[config.mk]
export PLATFORM = sky130hd
export DESIGN_NAME = barrelshifter16_sched_flat
export DESIGN_NICKNAME = d
export VERILOG_FILES = /design/src/rtl/barrelshifter16_pkg.sv /design/src/rtl/barrelshifter16_sched_if.sv /design/src/rtl/barrelshifter16_sched_arb.sv /design/src/rtl/barrelshifter16_sched.sv /design/src/flat_wrapper.sv
export SDC_FILE = /design/constraint.sdc
export NUM_CORES = 1
export LEC_CHECK = 0
export BUFFER_PORTS_ARGS = -buffer_cell sky130_fd_sc_hd__buf_2
export CORE_MARGIN = 2
export CORE_UTILIZATION = 49
export CTS_BUF_LIST = sky130_fd_sc_hd__clkbuf_8 sky130_fd_sc_hd__clkbuf_16
export DETAILED_ROUTE_END_ITERATION = 8
export GPL_TIMING_DRIVEN = 1
export PLACE_DENSITY_LB_ADDON = 0.25
export SYNTH_ARGS = -nofsm -noshare
export SYNTH_HDL_FRONTEND = slang
export SYNTH_SLANG_ARGS = --single-unit
[constraint.sdc]
create_clock -name aclk -period 4.5 [get_ports aclk]
set_clock_uncertainty 0.05 [all_clocks]
set_input_delay 0.45 -clock aclk [delete_from_list [all_inputs] [get_ports aclk]]
set_output_delay 0.45 -clock aclk [all_outputs]
set_load 0.01 [all_outputs]
[src/rtl/barrelshifter16_pkg.sv]
// Shared types and widths for the barrelshifter16 scheduler slice.
package barrelshifter16_pkg;

    localparam int DATA_W  = 16;
    localparam int COEFF_W = 3;

    typedef enum logic [1:0] {
        DIR_NOP0  = 2'b00,
        DIR_RIGHT = 2'b01,
        DIR_LEFT  = 2'b10,
        DIR_NOP3  = 2'b11
    } dir_t;

    typedef enum logic [2:0] {
        IDLE   = 3'd0,
        ENABLE = 3'd1,
        WRITE  = 3'd2,
        EXEC   = 3'd3,
        RESP   = 3'd4
    } sched_state_t;

    // Both 00 and 11 leave the operand untouched and bypass the shifter.
    function automatic logic is_nop(input logic [1:0] dir);
        return (dir == DIR_NOP0) || (dir == DIR_NOP3);
    endfunction

endpackage

[src/rtl/barrelshifter16_sched_if.sv]
// Requester command bus and result bus of the shared-shifter scheduler.
interface barrelshifter16_sched_if #(
    parameter int NREQ = 4
);
    import barrelshifter16_pkg::*;

    localparam int IDW = $clog2(NREQ);

    logic [NREQ-1:0]         req_valid;
    logic [NREQ-1:0]         req_ready;
    logic [DATA_W*NREQ-1:0]  req_data;
    logic [COEFF_W*NREQ-1:0] req_coeff;
    logic [2*NREQ-1:0]       req_dir;
    logic                    rsp_valid;
    logic                    rsp_ready;
    logic [IDW-1:0]          rsp_id;
    logic [DATA_W-1:0]       rsp_data;

    modport master (
        output req_valid, req_data, req_coeff, req_dir, rsp_ready,
        input  req_ready, rsp_valid, rsp_id, rsp_data
    );

    modport slave (
        input  req_valid, req_data, req_coeff, req_dir, rsp_ready,
        output req_ready, rsp_valid, rsp_id, rsp_data
    );

endinterface

[src/rtl/barrelshifter16_sched_arb.sv]
// Round-robin arbiter: grants the first active request at or after the pointer.
module rr_arbiter16 #(
    parameter  int NREQ = 4,
    localparam int IDW  = $clog2(NREQ)
) (
    input  logic            clk,
    input  logic            rst,
    input  logic [NREQ-1:0] req,
    input  logic            advance,
    output logic [NREQ-1:0] grant,
    output logic [IDW-1:0]  grant_idx,
    output logic [IDW-1:0]  ptr
);
    logic [IDW-1:0] ptr_q;
    logic [IDW-1:0] ptr_d;
    logic [IDW:0]   sum_s;
    logic [IDW:0]   nxt_s;
    logic [IDW-1:0] cand_s;
    logic           found_s;

    // Rotating priority search starting at the pointer, wrapping past NREQ-1.
    always_comb begin
        grant     = {NREQ{1'b0}};
        grant_idx = {IDW{1'b0}};
        found_s   = 1'b0;
        sum_s     = {(IDW+1){1'b0}};
        cand_s    = {IDW{1'b0}};
        for (int k = 0; k < NREQ; k++) begin
            sum_s = {1'b0, ptr_q} + (IDW+1)'(k);
            if (sum_s >= (IDW+1)'(NREQ)) begin
                sum_s = sum_s - (IDW+1)'(NREQ);
            end else begin
                sum_s = sum_s;
            end
            cand_s = sum_s[IDW-1:0];
            if (!found_s && req[cand_s]) begin
                grant[cand_s] = 1'b1;
                grant_idx     = cand_s;
                found_s       = 1'b1;
            end else begin
                found_s = found_s;
            end
        end
    end

    // Pointer moves just past the winner on an accepted grant.
    always_comb begin
        nxt_s = {1'b0, grant_idx} + {{IDW{1'b0}}, 1'b1};
        if (nxt_s >= (IDW+1)'(NREQ)) begin
            nxt_s = {(IDW+1){1'b0}};
        end else begin
            nxt_s = nxt_s;
        end
        ptr_d = advance ? nxt_s[IDW-1:0] : ptr_q;
    end

    // Pointer register.
    always_ff @(posedge clk) begin
        if (rst) begin
            ptr_q <= {IDW{1'b0}};
        end else begin
            ptr_q <= ptr_d;
        end
    end

    assign ptr = ptr_q;

endmodule

[src/rtl/barrelshifter16_sched.sv]
// Round-robin scheduler sharing one barrelshifter16 rotate unit between NREQ requesters.
module barrelshifter16_sched
    import barrelshifter16_pkg::*;
#(
    parameter int NREQ     = 4,
    parameter int WAIT_CYC = 2
) (
    input  logic                   aclk,
    input  logic                   areset,
    barrelshifter16_sched_if.slave bus,
    output logic                   busy,
    output logic                   sh_enable,
    output logic                   sh_write,
    output logic [1:0]             sh_direction,
    output logic [DATA_W-1:0]      sh_input,
    output logic [COEFF_W-1:0]     sh_coeff,
    input  logic [DATA_W-1:0]      sh_result
);
    localparam int IDW = $clog2(NREQ);
    localparam int CW  = $clog2(WAIT_CYC + 1) + 1;

    localparam logic [2:0] ST_IDLE   = IDLE;
    localparam logic [2:0] ST_ENABLE = ENABLE;
    localparam logic [2:0] ST_WRITE  = WRITE;
    localparam logic [2:0] ST_EXEC   = EXEC;
    localparam logic [2:0] ST_RESP   = RESP;

    localparam logic [CW-1:0] WRITE_LAST = CW'(1);
    localparam logic [CW-1:0] EXEC_LAST  = CW'(WAIT_CYC - 1);

    logic [2:0]         state_q,        state_d;
    logic [CW-1:0]      cnt_q,          cnt_d;
    logic [DATA_W-1:0]  op_data_q,      op_data_d;
    logic [COEFF_W-1:0] op_coeff_q,     op_coeff_d;
    logic [1:0]         op_dir_q,       op_dir_d;
    logic [IDW-1:0]     op_id_q,        op_id_d;
    logic               rsp_valid_q,    rsp_valid_d;
    logic [DATA_W-1:0]  rsp_data_q,     rsp_data_d;
    logic [IDW-1:0]     rsp_id_q,       rsp_id_d;
    logic               busy_q,         busy_d;
    logic               sh_enable_q,    sh_enable_d;
    logic               sh_write_q,     sh_write_d;
    logic [DATA_W-1:0]  sh_input_q,     sh_input_d;
    logic [COEFF_W-1:0] sh_coeff_q,     sh_coeff_d;
    logic [1:0]         sh_direction_q, sh_direction_d;

    logic [NREQ-1:0]    grant_s;
    logic [NREQ-1:0]    ready_s;
    logic [IDW-1:0]     gidx_s;
    logic [IDW-1:0]     ptr_s;
    logic               advance_s;
    logic               load_ops_s;
    logic [DATA_W-1:0]  sel_data_s;
    logic [COEFF_W-1:0] sel_coeff_s;
    logic [1:0]         sel_dir_s;

    rr_arbiter16 #(.NREQ(NREQ)) u_arb (
        .clk       (aclk),
        .rst       (areset),
        .req       (bus.req_valid),
        .advance   (advance_s),
        .grant     (grant_s),
        .grant_idx (gidx_s),
        .ptr       (ptr_s)
    );

    // Grants are only offered while idle; an offered grant is always a handshake.
    always_comb begin
        ready_s   = grant_s & {NREQ{state_q == ST_IDLE}};
        advance_s = |ready_s;
    end

    // One-hot grant selects the winning requester's command fields.
    always_comb begin
        sel_data_s  = {DATA_W{1'b0}};
        sel_coeff_s = {COEFF_W{1'b0}};
        sel_dir_s   = 2'b00;
        for (int k = 0; k < NREQ; k++) begin
            sel_data_s  |= {DATA_W{grant_s[k]}}  & bus.req_data[k*DATA_W +: DATA_W];
            sel_coeff_s |= {COEFF_W{grant_s[k]}} & bus.req_coeff[k*COEFF_W +: COEFF_W];
            sel_dir_s   |= {2{grant_s[k]}}       & bus.req_dir[k*2 +: 2];
        end
    end

    // Command sequencer; cnt_q times the two WRITE cycles and the EXEC wait.
    always_comb begin
        state_d = state_q;
        cnt_d   = cnt_q;
        case (state_q)
            ST_IDLE: begin
                if (advance_s) begin
                    cnt_d   = {CW{1'b0}};
                    state_d = is_nop(sel_dir_s) ? ST_RESP : ST_ENABLE;
                end else begin
                    state_d = ST_IDLE;
                end
            end
            ST_ENABLE: begin
                state_d = ST_WRITE;
                cnt_d   = {CW{1'b0}};
            end
            ST_WRITE: begin
                if (cnt_q == WRITE_LAST) begin
                    state_d = ST_EXEC;
                    cnt_d   = {CW{1'b0}};
                end else begin
                    cnt_d = cnt_q + CW'(1);
                end
            end
            ST_EXEC: begin
                if (cnt_q == EXEC_LAST) begin
                    state_d = ST_RESP;
                    cnt_d   = {CW{1'b0}};
                end else begin
                    cnt_d = cnt_q + CW'(1);
                end
            end
            ST_RESP: begin
                if (bus.rsp_ready) begin
                    state_d = ST_IDLE;
                end else begin
                    state_d = ST_RESP;
                end
            end
            default: begin
                state_d = ST_IDLE;
                cnt_d   = {CW{1'b0}};
            end
        endcase
    end

    // Operand latch, result capture and shifter drive values.
    always_comb begin
        op_data_d  = advance_s ? sel_data_s  : op_data_q;
        op_coeff_d = advance_s ? sel_coeff_s : op_coeff_q;
        op_dir_d   = advance_s ? sel_dir_s   : op_dir_q;
        op_id_d    = advance_s ? gidx_s      : op_id_q;

        rsp_valid_d = rsp_valid_q;
        rsp_data_d  = rsp_data_q;
        rsp_id_d    = rsp_id_q;
        if (advance_s && is_nop(sel_dir_s)) begin
            rsp_valid_d = 1'b1;
            rsp_data_d  = sel_data_s;
            rsp_id_d    = gidx_s;
        end else if ((state_q == ST_EXEC) && (cnt_q == EXEC_LAST)) begin
            rsp_valid_d = 1'b1;
            rsp_data_d  = sh_result;
            rsp_id_d    = op_id_q;
        end else if ((state_q == ST_RESP) && bus.rsp_ready) begin
            rsp_valid_d = 1'b0;
        end else begin
            rsp_valid_d = rsp_valid_q;
        end

        busy_d      = (state_d != ST_IDLE);
        sh_enable_d = (state_d == ST_ENABLE) || (state_d == ST_WRITE) || (state_d == ST_EXEC);
        sh_write_d  = (state_d == ST_WRITE);

        // Operands appear with the first WRITE cycle and hold until the next command.
        load_ops_s     = (state_q == ST_ENABLE);
        sh_input_d     = load_ops_s ? op_data_q  : sh_input_q;
        sh_coeff_d     = load_ops_s ? op_coeff_q : sh_coeff_q;
        sh_direction_d = load_ops_s ? op_dir_q   : sh_direction_q;
    end

    // State and output registers.
    always_ff @(posedge aclk) begin
        if (areset) begin
            state_q        <= ST_IDLE;
            cnt_q          <= {CW{1'b0}};
            op_data_q      <= {DATA_W{1'b0}};
            op_coeff_q     <= {COEFF_W{1'b0}};
            op_dir_q       <= 2'b00;
            op_id_q        <= {IDW{1'b0}};
            rsp_valid_q    <= 1'b0;
            rsp_data_q     <= {DATA_W{1'b0}};
            rsp_id_q       <= {IDW{1'b0}};
            busy_q         <= 1'b0;
            sh_enable_q    <= 1'b0;
            sh_write_q     <= 1'b0;
            sh_input_q     <= {DATA_W{1'b0}};
            sh_coeff_q     <= {COEFF_W{1'b0}};
            sh_direction_q <= 2'b00;
        end else begin
            state_q        <= state_d;
            cnt_q          <= cnt_d;
            op_data_q      <= op_data_d;
            op_coeff_q     <= op_coeff_d;
            op_dir_q       <= op_dir_d;
            op_id_q        <= op_id_d;
            rsp_valid_q    <= rsp_valid_d;
            rsp_data_q     <= rsp_data_d;
            rsp_id_q       <= rsp_id_d;
            busy_q         <= busy_d;
            sh_enable_q    <= sh_enable_d;
            sh_write_q     <= sh_write_d;
            sh_input_q     <= sh_input_d;
            sh_coeff_q     <= sh_coeff_d;
            sh_direction_q <= sh_direction_d;
        end
    end

    assign bus.req_ready = ready_s;
    assign bus.rsp_valid = rsp_valid_q;
    assign bus.rsp_data  = rsp_data_q;
    assign bus.rsp_id    = rsp_id_q;
    assign busy          = busy_q;
    assign sh_enable     = sh_enable_q;
    assign sh_write      = sh_write_q;
    assign sh_input      = sh_input_q;
    assign sh_coeff      = sh_coeff_q;
    assign sh_direction  = sh_direction_q;

endmodule

[src/flat_wrapper.sv]
// flat-port wrapper written by rule: the top's interface ports become plain ports
module barrelshifter16_sched_flat import barrelshifter16_pkg::*;
#(
    parameter int NREQ     = 4,
    parameter int WAIT_CYC = 2
)
  (aclk, areset, busy, sh_enable, sh_write, sh_direction, sh_input, sh_coeff, sh_result, bus_req_valid, bus_req_data, bus_req_coeff, bus_req_dir, bus_rsp_ready, bus_req_ready, bus_rsp_valid, bus_rsp_id, bus_rsp_data);
  barrelshifter16_sched_if #(.NREQ(NREQ)) bus_i ();
  input  logic aclk;
  input  logic areset;
  output logic busy;
  output logic sh_enable;
  output logic sh_write;
  output logic [1:0] sh_direction;
  output logic [DATA_W-1:0] sh_input;
  output logic [COEFF_W-1:0] sh_coeff;
  input  logic [DATA_W-1:0] sh_result;
  input wire logic [$bits(bus_i.req_valid)-1:0] bus_req_valid;
  input wire logic [$bits(bus_i.req_data)-1:0] bus_req_data;
  input wire logic [$bits(bus_i.req_coeff)-1:0] bus_req_coeff;
  input wire logic [$bits(bus_i.req_dir)-1:0] bus_req_dir;
  input wire logic [$bits(bus_i.rsp_ready)-1:0] bus_rsp_ready;
  output wire logic [$bits(bus_i.req_ready)-1:0] bus_req_ready;
  output wire logic [$bits(bus_i.rsp_valid)-1:0] bus_rsp_valid;
  output wire logic [$bits(bus_i.rsp_id)-1:0] bus_rsp_id;
  output wire logic [$bits(bus_i.rsp_data)-1:0] bus_rsp_data;
  assign bus_i.req_valid = bus_req_valid;
  assign bus_i.req_data = bus_req_data;
  assign bus_i.req_coeff = bus_req_coeff;
  assign bus_i.req_dir = bus_req_dir;
  assign bus_i.rsp_ready = bus_rsp_ready;
  assign bus_req_ready = bus_i.req_ready;
  assign bus_rsp_valid = bus_i.rsp_valid;
  assign bus_rsp_id = bus_i.rsp_id;
  assign bus_rsp_data = bus_i.rsp_data;
  barrelshifter16_sched #(.NREQ(NREQ), .WAIT_CYC(WAIT_CYC)) u_core (.aclk(aclk), .areset(areset), .bus(bus_i), .busy(busy), .sh_enable(sh_enable), .sh_write(sh_write), .sh_direction(sh_direction), .sh_input(sh_input), .sh_coeff(sh_coeff), .sh_result(sh_result));
endmodule
==> results of run 1 <==
[registers in the layout, summed over array words and instances, names as in the netlist, named ones only]
register / cells
u_core.op_id_q: 2
u_core.sh_direction: 2
u_core.op_dir_q: 2
u_core.state_q: 3
u_core.sh_input: 16
u_core.cnt_q: 3
u_core.sh_enable: 1
u_core.op_data_q: 16
u_core.sh_write: 1
u_core.bus.rsp_data: 16
u_core.u_arb.ptr: 1
u_core.busy: 1
u_core.op_coeff_q: 3
u_core.sh_coeff: 3
u_core.bus.rsp_id: 2
u_core.bus.rsp_valid: 1
[through the flow]
| step | worst slack, ps | utilization, % | cells | area (um2) |
|---|---|---|---|---|
| final | 274 | 63.4 | 736 | 5130 |
| after CTS | 39.5 | 63.0 | 736 | 5100 |
| after global placement | 232 | 60.1 | 720 | 4860 |
| after global routing | 46.1 | 63.4 | 736 | 5130 |
| after floorplan | 822 | - | 494 | 4030 |
| after detailed placement | 54.9 | 60.1 | 720 | 4860 |
[worst min-delay path: cells and delay by family]
family	cells	cell delay, ps
and+or+nand+nor	1	50
AOI/OAI and AO/OA	1	80
buffers and inverters	1	100
[logic make-up after synthesis]
kind of cell	count (synthesis)	share of synthesized area, %
xor gates and xnor gates	5	1.09
adders and majority gates	6	1.86
AOI/OAI and AO/OA	161	30.5
DFF	74	36.7
muxes	8	2.67
buffers and inverters	47	5.49
and+or+nand+nor	193	21.6
[worst max-delay path by stage]
stage                              from                       to  slack [ps]
floorplan           u_core.u_arb.ptr[1]  u_core.bus.rsp_data[10]         820
global placement    u_core.u_arb.ptr[1]  u_core.bus.rsp_data[14]         230
detailed placement  u_core.u_arb.ptr[1]   u_core.bus.rsp_data[7]          50
CTS                 u_core.u_arb.ptr[1]   u_core.bus.rsp_data[2]          40
global route        u_core.u_arb.ptr[1]  u_core.bus.rsp_data[15]          50
finish              u_core.u_arb.ptr[1]         bus_req_ready[2]         270
[area by class of cell]
class                           count  area, um2
Clock inverter                      5       83.8
Clock buffer                       11        151
Sequential cell                    74       1480
Multi-Input combinational cell    373       2400
Timing Repair Buffer              165        868
Tap cell                          105        131
Fill cell                         720       2970
Inverter                            3       11.3
[power groups by stage]
stage | clock, mW | sequential (mW) | combinational [mW]
6_report | 0.598 | 0.947 | 2.20
5_1_grt | 0.634 | 0.966 | 2.39
4_1_cts | 0.604 | 0.943 | 2.13
3_5_place_dp | 0 | 0.955 | 2.12
3_3_place_gp | 0 | 0.952 | 2.07
2_1_floorplan | 0 | 0.968 | 1.51
[layout by cell type, fill, tap and decap left out, types with 6 or more instances in the layout]
cell	netlist	layout
a21oi_1	42	42
a22oi_1	41	41
and3_1	10	10
buf_2	2	153
a311oi_2	9	9
buf_4	3	11
o22ai_1	7	7
nor3_1	12	12
dfxtp_1	74	74
nand2_1	102	101
nor2_1	35	35
a311oi_1	16	16
o211ai_1	7	7
and2_1	6	6
ha_1	6	6
nor3b_1	8	7
clkbuf_8	0	11
[routing by layer]
metal,share of wire (%),vias to the layer above
met4,2.0,0
met5,0,-
li1,-,2085
met2,47,225
met3,8.6,29
met1,43,1990
==> impl_metrics.sql, run 1 <==
INSERT INTO impl_metrics (metric_group, metric, value, unit) VALUES
('synthesis', 'seq_area_frac_synth', '36.7', '%'),
('drt', 'route.detailed.vias_per_inst', '5.88', ''),
('critical_path', 'worstSetupPathType', 'reg2out', ''),
('sta', 'setup_repair_after_global_routing_missed_its_margin', 'false', ''),
('cts', 'cts_num_sinks', '74', ''),
('sta', 'final_hold_viol_count', '0', ''),
('sta', 'worst_slew_slack_as_a_fraction_of_its_limit', '48.1', '%'),
('power_and_ir_drop', 'peakVddDrop', '0.350', 'mV'),
('sta', 'worst_slew_pin_slew', '777', 'ps'),
('critical_path', 'start_kind', 'flip-flop', ''),
('finish', 'diodes', '0', ''),
('synthesis', 'post_synth_inst_count', '494', ''),
('finish', 'layout-drive-gt1-share', '33.4', '%'),
('sta', 'report.final.slew_viol_count', '0', ''),
('drt', 'ant_nets', '0', ''),
('sta', 'setup-violations-final', '0', ''),
('critical_path', 'timing.critical_path.max_delay_family', 'multiplexers', ''),
('critical_path', 'timing.critical_path.fanout_max', '13', ''),
('global_routing', 'use_met3', '5.43', '%'),
('power_and_ir_drop', 'switching_share', '46.3', '%'),
('critical_path', 'timing.critical_path.required', '4000', 'ps'),
('power_and_ir_drop', 'comb_power_share', '58.7', '%'),
('synthesis', 'synth_commonest_cells', '102 x nand2_1, 74 x dfxtp_1, 42 x a21oi_1, 41 x a22oi_1, 35 x nor2_1', ''),
('global_routing', 'gr-max-usage-layer', 'met2', ''),
('cts', 'post_cts_resize_count', '0', ''),
('synthesis', 'synth.yosys.warnings', '0', ''),
('floorplanning', 'fp.dieArea', '8970', 'um2'),
('cts', 'cts-root-buf', 'clkbuf_8', ''),
('power_and_ir_drop', 'sequentialPowerShare', '25.3', '%'),
('hold_path', 'whs_path_depth', '3', ''),
('drt', 'detail_route.iter0.violations', '268', ''),
('drt', 'post-route-drc-count', '0', ''),
('synthesis', 'synth_seq_cells', '74', ''),
('global_routing', 'grt_pass1_vias', '3774', ''),
('critical_path', 'worstPathArrival', '3730', 'ps'),
('global_routing', 'globalRouteMet2Util', '41.7', '%'),
('critical_path', 'sort_of_element_at_the_end_of_the_critical_path', 'primary output', ''),
('hold_path', 'hold_path_startpoint', 'sh_result[15]', ''),
('cts', 'cts_buffer_depth', '2', ''),
('critical_path', 'setup.reg_to_reg.worst_slack', '280', 'ps'),
('floorplanning', 'boundaryPins', '154', ''),
('cts', 'numCtsBuffers', '9', ''),
('cts', 'clock_latency', '350', 'ps'),
('placement', 'gp_congestion', '0.925', ''),
('critical_path', 'crit-reg2reg-launch', 'u_core.u_arb.ptr[1]', ''),
('hold_path', 'holdPathEnd', 'u_core.bus.rsp_data[15]', ''),
('power_and_ir_drop', 'cell_internal_pwr', '2.01', 'mW'),
('synthesis', 'dominantRegCellSynth', 'dfxtp_1', ''),
('floorplanning', 'start_util', '49.8', '%'),
('sta', 'clock.fmax', '0.237', 'GHz'),
('drt', 'wl', '12200', 'um'),
('critical_path', 'timing.critical_path.slowest_stage_cell', 'o2bb2ai_2', ''),
('synthesis', 'mappedNetlistArea', '4030', 'um2'),
('synthesis', 'synth.largest_area_cell', 'dfxtp_1', ''),
('sta', 'final.period_utilization', '93.9', '%'),
('power_and_ir_drop', 'clock_power_share', '16.0', '%'),
('synthesis', 'syn-num-nets', '607', ''),
('sta', 'min_period', '4230', 'ps'),
('drt', 'wl_per_cell', '16.6', 'um'),
('power_and_ir_drop', 'cellLeakagePower', '2.18', 'nW'),
('critical_path', 'rr_worst_depth', '11', ''),
('drt', 'vias', '4329', ''),
('synthesis', 'number_of_enable_flip_flop_cells_after_synthesis', '0', ''),
('floorplanning', 'core.rowCount', '33', ''),
('cts', 'tritoncts', 'yes', ''),
('power_and_ir_drop', 'sum_of_internal_switching_and_leakage_power', '3.74', 'mW'),
('drt', 'iteration_count_of_the_initial_detailed_routing_pass', '5', ''),
('critical_path', 'cpPeakStageDelay', '580', 'ps'),
('critical_path', 'worstSetupPathDepth', '9', ''),
('outcome', 'status', 'completed', ''),
('cts', 'clk_transition_reported_paths', '80', 'ps');
Note: power is estimated with default switching activity, not from simulation.
==> run 2: changes to the inputs <==
- ABC_AREA: unset -> 1
- CORE_UTILIZATION: 49 -> 50
==> run 2 against run 1 <==
Worst hold slack gained 29 ps. Clock power grew 13%. Register-to-register slack gained 210 ps. Design area shrank 1.2%. Synthesized cell count grew 16%. Sequential power grew 6%. Via count grew 1.6%. Count of clock-buffer cells in the layout shrank 2. Final cell count grew 11%. Non-clock buffer count shrank 8. First-iteration DRC count shrank 15%. Combinational power grew 30%. Critical endpoint is now u_core.bus.rsp_data[10]. Largest cell class unchanged.
==> impl_metrics.sql, run 2 <==
INSERT INTO impl_metrics (metric_group, metric, value, unit) VALUES
('global_routing', 'grt.met1_usage', '32.5', '%'),
('cts', 'cts_buffer_depth', '2', ''),
('placement', 'port_buffers', '153', ''),
('sta', 'setup-violations-final', '0', ''),
('synthesis', 'synth_top_area_share', '36.6', '%'),
('floorplanning', 'boundaryPins', '154', ''),
('cts', 'numCtsBuffers', '9', ''),
('placement', 'gp_congestion', '0.890', ''),
('cts', 'cts_hold_buf', '0', ''),
('cts', 'cts_num_sinks', '74', ''),
('critical_path', 'worstPathArrival', '4240', 'ps'),
('floorplanning', 'die_height', '94.0', 'um'),
('sta', 'fin_setup_tns', '0', 'ps'),
('global_routing', 'grt_first_pass_wirelength', '18900', 'um'),
('synthesis', 'number_of_enable_flip_flop_cells_after_synthesis', '0', ''),
('finish', 'commonest_non_fill_non_tap_cell_in_the_layout', 'buf_2', ''),
('finish', 'num-nets-final', '824', ''),
('critical_path', 'worstSetupPathType', 'reg2reg', ''),
('sta', 'setup_repair_after_global_routing_missed_its_margin', 'false', ''),
('power_and_ir_drop', 'power_per_cell_area', '894', 'nW/um2'),
('synthesis', 'synth_most_common_cell', 'nand2_1', ''),
('global_routing', 'grt_pass1_vias', '4186', ''),
('sta', 'min_period', '4010', 'ps'),
('synthesis', 'synth.largest_area_cell', 'dfxtp_1', ''),
('global_routing', 'gr-max-usage-layer', 'met2', ''),
('synthesis', 'post_synth_inst_count', '574', ''),
('drt', 'wl', '11700', 'um'),
('finish', 'area.growth.synth_to_final', '25.2', '%'),
('cts', 'post_cts_resize_count', '0', ''),
('synthesis', 'synthTopCellsByArea', 'dfxtp_1 37%, nand2_1 13%, nor2_1 7.8%, o21ai_0 5.3%, nand3_1 5.2%', ''),
('placement', 'area_after_dpl', '4810', 'um2'),
('hold_path', 'path_type_of_the_worst_min_delay_path', 'in2reg', ''),
('floorplanning', 'die-width', '94.0', 'um'),
('finish', 'diodes', '0', ''),
('floorplanning', 'fp.dieArea', '8830', 'um2'),
('finish', 'layout-drive-gt1-share', '30.9', '%'),
('synthesis', 'mappedNetlistArea', '4050', 'um2'),
('critical_path', 'setup.reg_to_reg.worst_slack', '490', 'ps'),
('global_routing', 'globalRouteMet2Util', '46.8', '%'),
('critical_path', 'sort_of_element_at_the_end_of_the_critical_path', 'flip-flop', ''),
('synthesis', 'synth_seq_cells', '74', ''),
('cts', 'htree_levels', '3', ''),
('cts', 'clk_transition_reported_paths', '80', 'ps'),
('sta', 'final_hold_viol_count', '0', ''),
('synthesis', 'dominantRegCellSynth', 'dfxtp_1', ''),
('drt', 'route.detailed.vias_per_inst', '5.38', ''),
('global_routing', 'use_met3', '5.62', '%'),
('finish', 'final_area', '5070', 'um2'),
('sta', 'worst_slew_pin_slew', '1150', 'ps'),
('power_and_ir_drop', 'cellLeakagePower', '2.60', 'nW'),
('drt', 'iteration_count_of_the_initial_detailed_routing_pass', '5', ''),
('sta', 'clock.fmax', '0.250', 'GHz'),
('synthesis', 'synth.yosys.warnings', '0', ''),
('synthesis', 'synth.lib_cells_used.distinct', '38', ''),
('power_and_ir_drop', 'peakVddDrop', '0.533', 'mV'),
('drt', 'wl_per_cell', '14.3', 'um'),
('global_routing', 'grtUsageTotal', '26.7', '%'),
('synthesis', 'synth_commonest_cells', '136 x nand2_1, 84 x nor2_1, 74 x dfxtp_1, 43 x o21ai_0, 42 x nand3_1', ''),
('finish', 'commonest_non_fill_non_tap_cells_in_the_layout', '153 x buf_2, 136 x nand2_1, 84 x nor2_1', ''),
('cts', 'post_cts_buffers', '0', ''),
('drt', 'ant_nets', '0', ''),
('sta', 'report.final.slew_viol_count', '0', ''),
('global_routing', 'grt_max_degree', '45', ''),
('sta', 'worst_slew_slack_as_a_fraction_of_its_limit', '23.5', '%'),
('synthesis', 'syn-num-nets', '687', ''),
('cts', 'clock_latency', '340', 'ps'),
('sta', 'final.period_utilization', '89.0', '%'),
('drt', 'detail_route.iter0.violations', '229', ''),
('floorplanning', 'start_util', '52.1', '%'),
('synthesis', 'post_synth.cell_area_avg', '7.05', 'um2'),
('placement', 'dp_hpwl', '8570', 'um'),
('critical_path', 'timing.critical_path.fanout_max', '29', ''),
('drt', 'post-route-drc-count', '0', ''),
('cts', 'cts-root-buf', 'clkbuf_8', ''),
('critical_path', 'start_kind', 'flip-flop', ''),
('floorplanning', 'core.rowCount', '32', ''),
('synthesis', 'seq_area_frac_synth', '36.6', '%'),
('synthesis', 'asyncSetResetFlopFracSynth', '0', '%'),
('global_routing', 'globalRoute.totalOverflow', '0', ''),
('outcome', 'status', 'completed', ''),
('drt', 'vias', '4398', ''),
('global_routing', 'grt_antenna_before_repair', '0', ''),
('flow_run', 'cap_viol_max_count', '0', ''),
('finish', 'finish.cell_count_without_fillers', '817', ''),
('critical_path', 'timing.critical_path.required', '4730', 'ps'),
('placement', 'dp_cells', '802', ''),
('cts', 'tritoncts', 'yes', ''),
('floorplanning', 'fp.coreArea', '7770', 'um2');
run 2: cell count changes in the layout (fill, tap and decap cells not counted), moves of 14 or more:
| cell | delta |
|---|---|
| nor2_1 | +49 |
| a22oi_1 | -41 |
| nand3_1 | +39 |
| o21ai_0 | +38 |
| nand2_1 | +35 |
| inv_1 | +30 |
| a22o_1 | +20 |
| a21oi_1 | -17 |
| a311oi_1 | -16 |
| nand3_2 | +14 |
run 2: report_power, final:
group	leakage (nW)	internal (mW)	total, mW	switching, mW
logic	1.86	0.943	2.85	1.91
clock network	0.130	0.424	0.676	0.252
registers	0.609	0.881	1.00	0.124
total	2.60	2.25	4.53	2.28
run 2: metrics by stage:
| step | setup slack, ps | power, mW | hold WS [ps] | util, % |
|---|---|---|---|---|
| global placement | 836 | 3.73 | 400 | 61.9 |
| floorplan | 2030 | 3.25 | 380 | - |
| finish | 494 | 4.53 | 358 | 65.2 |
| CTS | 594 | 4.51 | 354 | 65.2 |
| detailed placement | 624 | 3.82 | 408 | 61.9 |
| global route | 112 | 4.94 | 376 | 65.2 |
run 2: logic make-up (layout without fill, tap and decap cells):
logic type / after synthesis / in the layout / share of synthesized area [%]
compound gates: 122 / 122 / 19.7
fa+ha+maj: 6 / 6 / 1.85
buf+inv: 72 / 213 / 8.01
flops: 74 / 74 / 36.6
simple gates: 300 / 300 / 33.8
run 2: path summary, 6_finish.rpt:
kind                                           from                 endpoint  cells after the start
worst max register to register            flip-flop  u_core.bus.rsp_data[10]                     16
worst min register to register  u_core.op_data_q[1]       u_core.sh_input[1]                      2
worst min-delay path                  sh_result[13]  u_core.bus.rsp_data[13]                      5
worst max-delay path                      flip-flop  u_core.bus.rsp_data[10]                     16
run 2: cell type report:
class | count | area, um2
fillers | 733 | 2700
multi-input cells | 428 | 2250
flip-flops and latches | 74 | 1480
repair buffers | 157 | 796
inverters | 41 | 154
clock inverters | 6 | 138
well taps | 102 | 128
clock buffers | 9 | 124
run 2: per-layer routing:
metal  up-vias  wire length, um
li1       2177                -
met1      2010             4770
met2       188             5800
met3        23              877
met4         0              197
met5         -                0
run 2: critical path, cell delays in order, from the launching register on:
cell and delay (ps):
dfxtp_1 630, inv_2 200, ha_1 400, inv_1 130, nand3_1 100, nand2_2 130
nor2_8 60, nand3_1 110, nand3_2 470, nand2_1 260, nand4_2 430, nand3_2 210
buf_4 340, nand2_2 150, nor2_1 130, nor2_1 50, nor2_1 80
==> run 3: changes to the inputs <==
- SYNTH_HIERARCHICAL: unset -> 1
==> run 3 against run 2 <==
Register-to-register slack gained 50 ps. Worst hold slack gained 25 ps. Maximum frequency grew 1.1%. Final cell count grew 1.3%. Die area grew 2.3%. Global-route usage shrank 0.48 points. Non-clock buffer count grew 2. Core utilization shrank 2.5 points. Via count is essentially flat. Count of clock-buffer cells in the layout grew 1. Critical endpoint is now u_core/bus.rsp_id[1]. First-iteration DRC count grew 24%.
==> impl_metrics.sql, run 3 <==
INSERT INTO impl_metrics (metric_group, metric, value, unit) VALUES
('outcome', 'status', 'completed', ''),
('sta', 'final.hold.worst_slack', '384', 'ps'),
('finish', 'layout-drive-gt1-share', '31.7', '%'),
('drt', 'wl', '11700', 'um'),
('cts', 'clk_transition_reported_paths', '80', 'ps'),
('synthesis', 'synth_seq_cells', '74', ''),
('finish', 'area.growth.synth_to_final', '23.1', '%'),
('drt', 'post-route-drc-count', '0', ''),
('floorplanning', 'boundaryPins', '154', ''),
('sta', 'final.period_utilization', '88.0', '%'),
('cts', 'htree_levels', '3', ''),
('global_routing', 'globalRoute.totalOverflow', '0', ''),
('power_and_ir_drop', 'clock_power_share', '12.8', '%'),
('floorplanning', 'core.rowCount', '33', ''),
('synthesis', 'dominantRegCellSynth', 'dfxtp_1', ''),
('global_routing', 'grt_first_pass_wirelength', '18500', 'um'),
('cts', 'post_cts_resize_count', '0', ''),
('critical_path', 'start_kind', 'flip-flop', ''),
('cts', 'cts_buffer_depth', '2', ''),
('hold_path', 'path_type_of_the_worst_min_delay_path', 'in2reg', ''),
('global_routing', 'grtUsageTotal', '26.3', '%'),
('cts', 'cts-root-buf', 'clkbuf_8', ''),
('sta', 'min_period', '3960', 'ps'),
('synthesis', 'synth_most_common_cell', 'nand2_1', ''),
('critical_path', 'worstPathArrival', '4170', 'ps'),
('power_and_ir_drop', 'netSwitchingPower', '2.33', 'mW'),
('drt', 'dr_wl_met2', '5670', 'um'),
('synthesis', 'asyncSetResetFlopFracSynth', '0', '%'),
('power_and_ir_drop', 'switching_share', '51.5', '%'),
('floorplanning', 'die-width', '95.0', 'um'),
('sta', 'worst_slew_pin_slew', '1040', 'ps'),
('cts', 'cts_hold_buf', '0', ''),
('synthesis', 'syn-num-nets', '696', ''),
('finish', 'commonest_non_fill_non_tap_cells_in_the_layout', '153 x buf_2, 126 x nand2_1, 76 x nor2_1', ''),
('critical_path', 'worstSetupPathType', 'reg2reg', ''),
('synthesis', 'synthTopCellsByArea', 'dfxtp_1 36%, nand2_1 11%, nand3_1 7.5%, nor2_1 6.9%, a22o_1 5.5%', ''),
('drt', 'top_signal_layer_used', 'met4', ''),
('sta', 'report.final.slew_viol_count', '0', ''),
('power_and_ir_drop', 'comb_power_share', '65.2', '%'),
('global_routing', 'grt_max_degree', '42', ''),
('power_and_ir_drop', 'sequentialPowerShare', '22.0', '%'),
('cts', 'cts_num_sinks', '74', ''),
('finish', 'register_area', '1480', 'um2'),
('synthesis', 'synth_top_area_share', '35.7', '%'),
('placement', 'gp_congestion', '0.948', ''),
('synthesis', 'mappedNetlistArea', '4140', 'um2'),
('synthesis', 'synth.largest_area_cell', 'dfxtp_1', ''),
('drt', 'route.detailed.vias_per_inst', '5.32', ''),
('critical_path', 'timing.critical_path.fanout_max', '37', ''),
('global_routing', 'grt_pass1_vias', '3944', ''),
('power_and_ir_drop', 'peakVddDrop', '0.486', 'mV'),
('power_and_ir_drop', 'cell_internal_pwr', '2.20', 'mW'),
('finish', 'num-nets-final', '831', ''),
('cts', 'clock_latency', '340', 'ps'),
('critical_path', 'sort_of_element_at_the_end_of_the_critical_path', 'flip-flop', ''),
('floorplanning', 'fp.coreArea', '8130', 'um2'),
('synthesis', 'seq_area_frac_synth', '35.7', '%'),
('floorplanning', 'fp.dieArea', '9030', 'um2'),
('power_and_ir_drop', 'power_per_cell_area', '887', 'nW/um2'),
('drt', 'detail_route.iter0.violations', '284', ''),
('drt', 'detail_route.wirelength.met1', '5060', 'um'),
('floorplanning', 'start_util', '50.9', '%'),
('global_routing', 'grt_antenna_before_repair', '0', ''),
('synthesis', 'synth_commonest_cells', '126 x nand2_1, 76 x nor2_1, 74 x dfxtp_1, 62 x nand3_1, 36 x o21ai_0', ''),
('finish', 'multi_input_comb_area', '2270', 'um2'),
('placement', 'dp_hpwl', '8890', 'um'),
('drt', 'wl_per_cell', '14.1', 'um'),
('synthesis', 'post_synth.cell_area_avg', '7.11', 'um2'),
('sta', 'setup-violations-final', '0', ''),
('cts', 'tritoncts', 'yes', ''),
('sta', 'worst_slew_slack_as_a_fraction_of_its_limit', '30.4', '%'),
('sta', 'clock.fmax', '0.252', 'GHz'),
('drt', 'iteration_count_of_the_initial_detailed_routing_pass', '5', ''),
('finish', 'diodes', '0', ''),
('drt', 'met3RoutedLength', '736', 'um'),
('placement', 'port_buffers', '153', ''),
('sta', 'fin_setup_tns', '0', 'ps'),
('finish', 'postLayoutCoreUtil', '62.7', '%'),
('finish', 'commonest_non_fill_non_tap_cell_in_the_layout', 'buf_2', ''),
('cts', 'numCtsBuffers', '9', ''),
('cts', 'post_cts_buffers', '0', ''),
('synthesis', 'number_of_enable_flip_flop_cells_after_synthesis', '0', ''),
('sta', 'final.setup.worst_slack', '539', 'ps'),
('critical_path', 'timing.critical_path.required', '4710', 'ps'),
('flow_run', 'cap_viol_max_count', '0', ''),
('synthesis', 'post_synth_inst_count', '583', ''),
('finish', 'num-fill-cells', '759', ''),
('synthesis', 'synth.lib_cells_used.distinct', '36', ''),
('sta', 'setup_repair_after_global_routing_missed_its_margin', 'false', ''),
('synthesis', 'synth.yosys.warnings', '6', ''),
('drt', 'vias', '4402', ''),
('power_and_ir_drop', 'cellLeakagePower', '2.56', 'nW'),
('drt', 'ant_nets', '0', ''),
('floorplanning', 'die_height', '95.0', 'um'),
('placement', 'placement.setup.worst_slack', '640', 'ps'),
('sta', 'final_hold_viol_count', '0', '');
-- run 3: metrics by stage --
step / power [mW] / instances / instance area, um2
6_report: 4.53 / 828 / 5100
3_3_place_gp: 3.81 / 812 / 4880
4_1_cts: 4.49 / 828 / 5100
3_5_place_dp: 3.89 / 812 / 4880
2_1_floorplan: 3.33 / 583 / 4140
5_1_grt: 4.90 / 828 / 5100
-- run 3: logic make-up after synthesis --
family	Yosys count	share of synthesized area [%]
AOI/OAI and AO/OA	129	20.7
buffers and inverters	78	9.60
adders and majority gates	6	1.81
and+or+nand+nor	296	32.2
DFF	74	35.7
-- run 3: worst max-delay path, cell delays in order, from the launching register on --
cell,delay (ps)
dfxtp_1,640
inv_6,130
ha_1,380
inv_1,110
nand3_1,90
nand2_2,120
nand2_1,110
o21ai_1,760
buf_4,330
nand2_1,70
nand2_1,90
nor2_1,60
nand2_1,120
nand2_4,160
nand2_4,310
nand3_1,150
a21oi_1,180
-- run 3: routing by layer --
layer | vias up | track usage [%]
li1 | 2202 | -
met4 | 0 | 8.70
met3 | 22 | 5.38
met5 | - | 0
met1 | 1995 | 33.9
met2 | 183 | 43.9
-- run 3: path summary, 6_finish.rpt --
check,endpoint,from,slack (ps),cells after the start
min reg2reg,u_core/op_data_q[14],u_core/op_data_q[14],430,2
min,u_core/op_coeff_q[2],bus_req_coeff[2],380,3
max,u_core/bus.rsp_id[1],flip-flop,540,16
max reg2reg,u_core/bus.rsp_id[1],flip-flop,540,16
-- run 3: area by class of cell --
type,instances,share of cell area [%]
repair buffers,159,16.1
clock buffers,10,2.70
multi-input cells,431,44.5
clock inverters,6,1.74
inverters,43,3.31
flip-flops and latches,74,29.0
well taps,105,2.57
-- run 3: power groups by stage --
stage / Combinational [mW] / Sequential (mW) / Clock, mW
4_1_cts: 2.91 / 0.994 / 0.587
2_1_floorplan: 2.31 / 1.02 / 0
3_3_place_gp: 2.81 / 0.999 / 0
3_5_place_dp: 2.89 / 1.01 / 0
6_report: 2.95 / 0.996 / 0.579
5_1_grt: 3.26 / 1.01 / 0.618
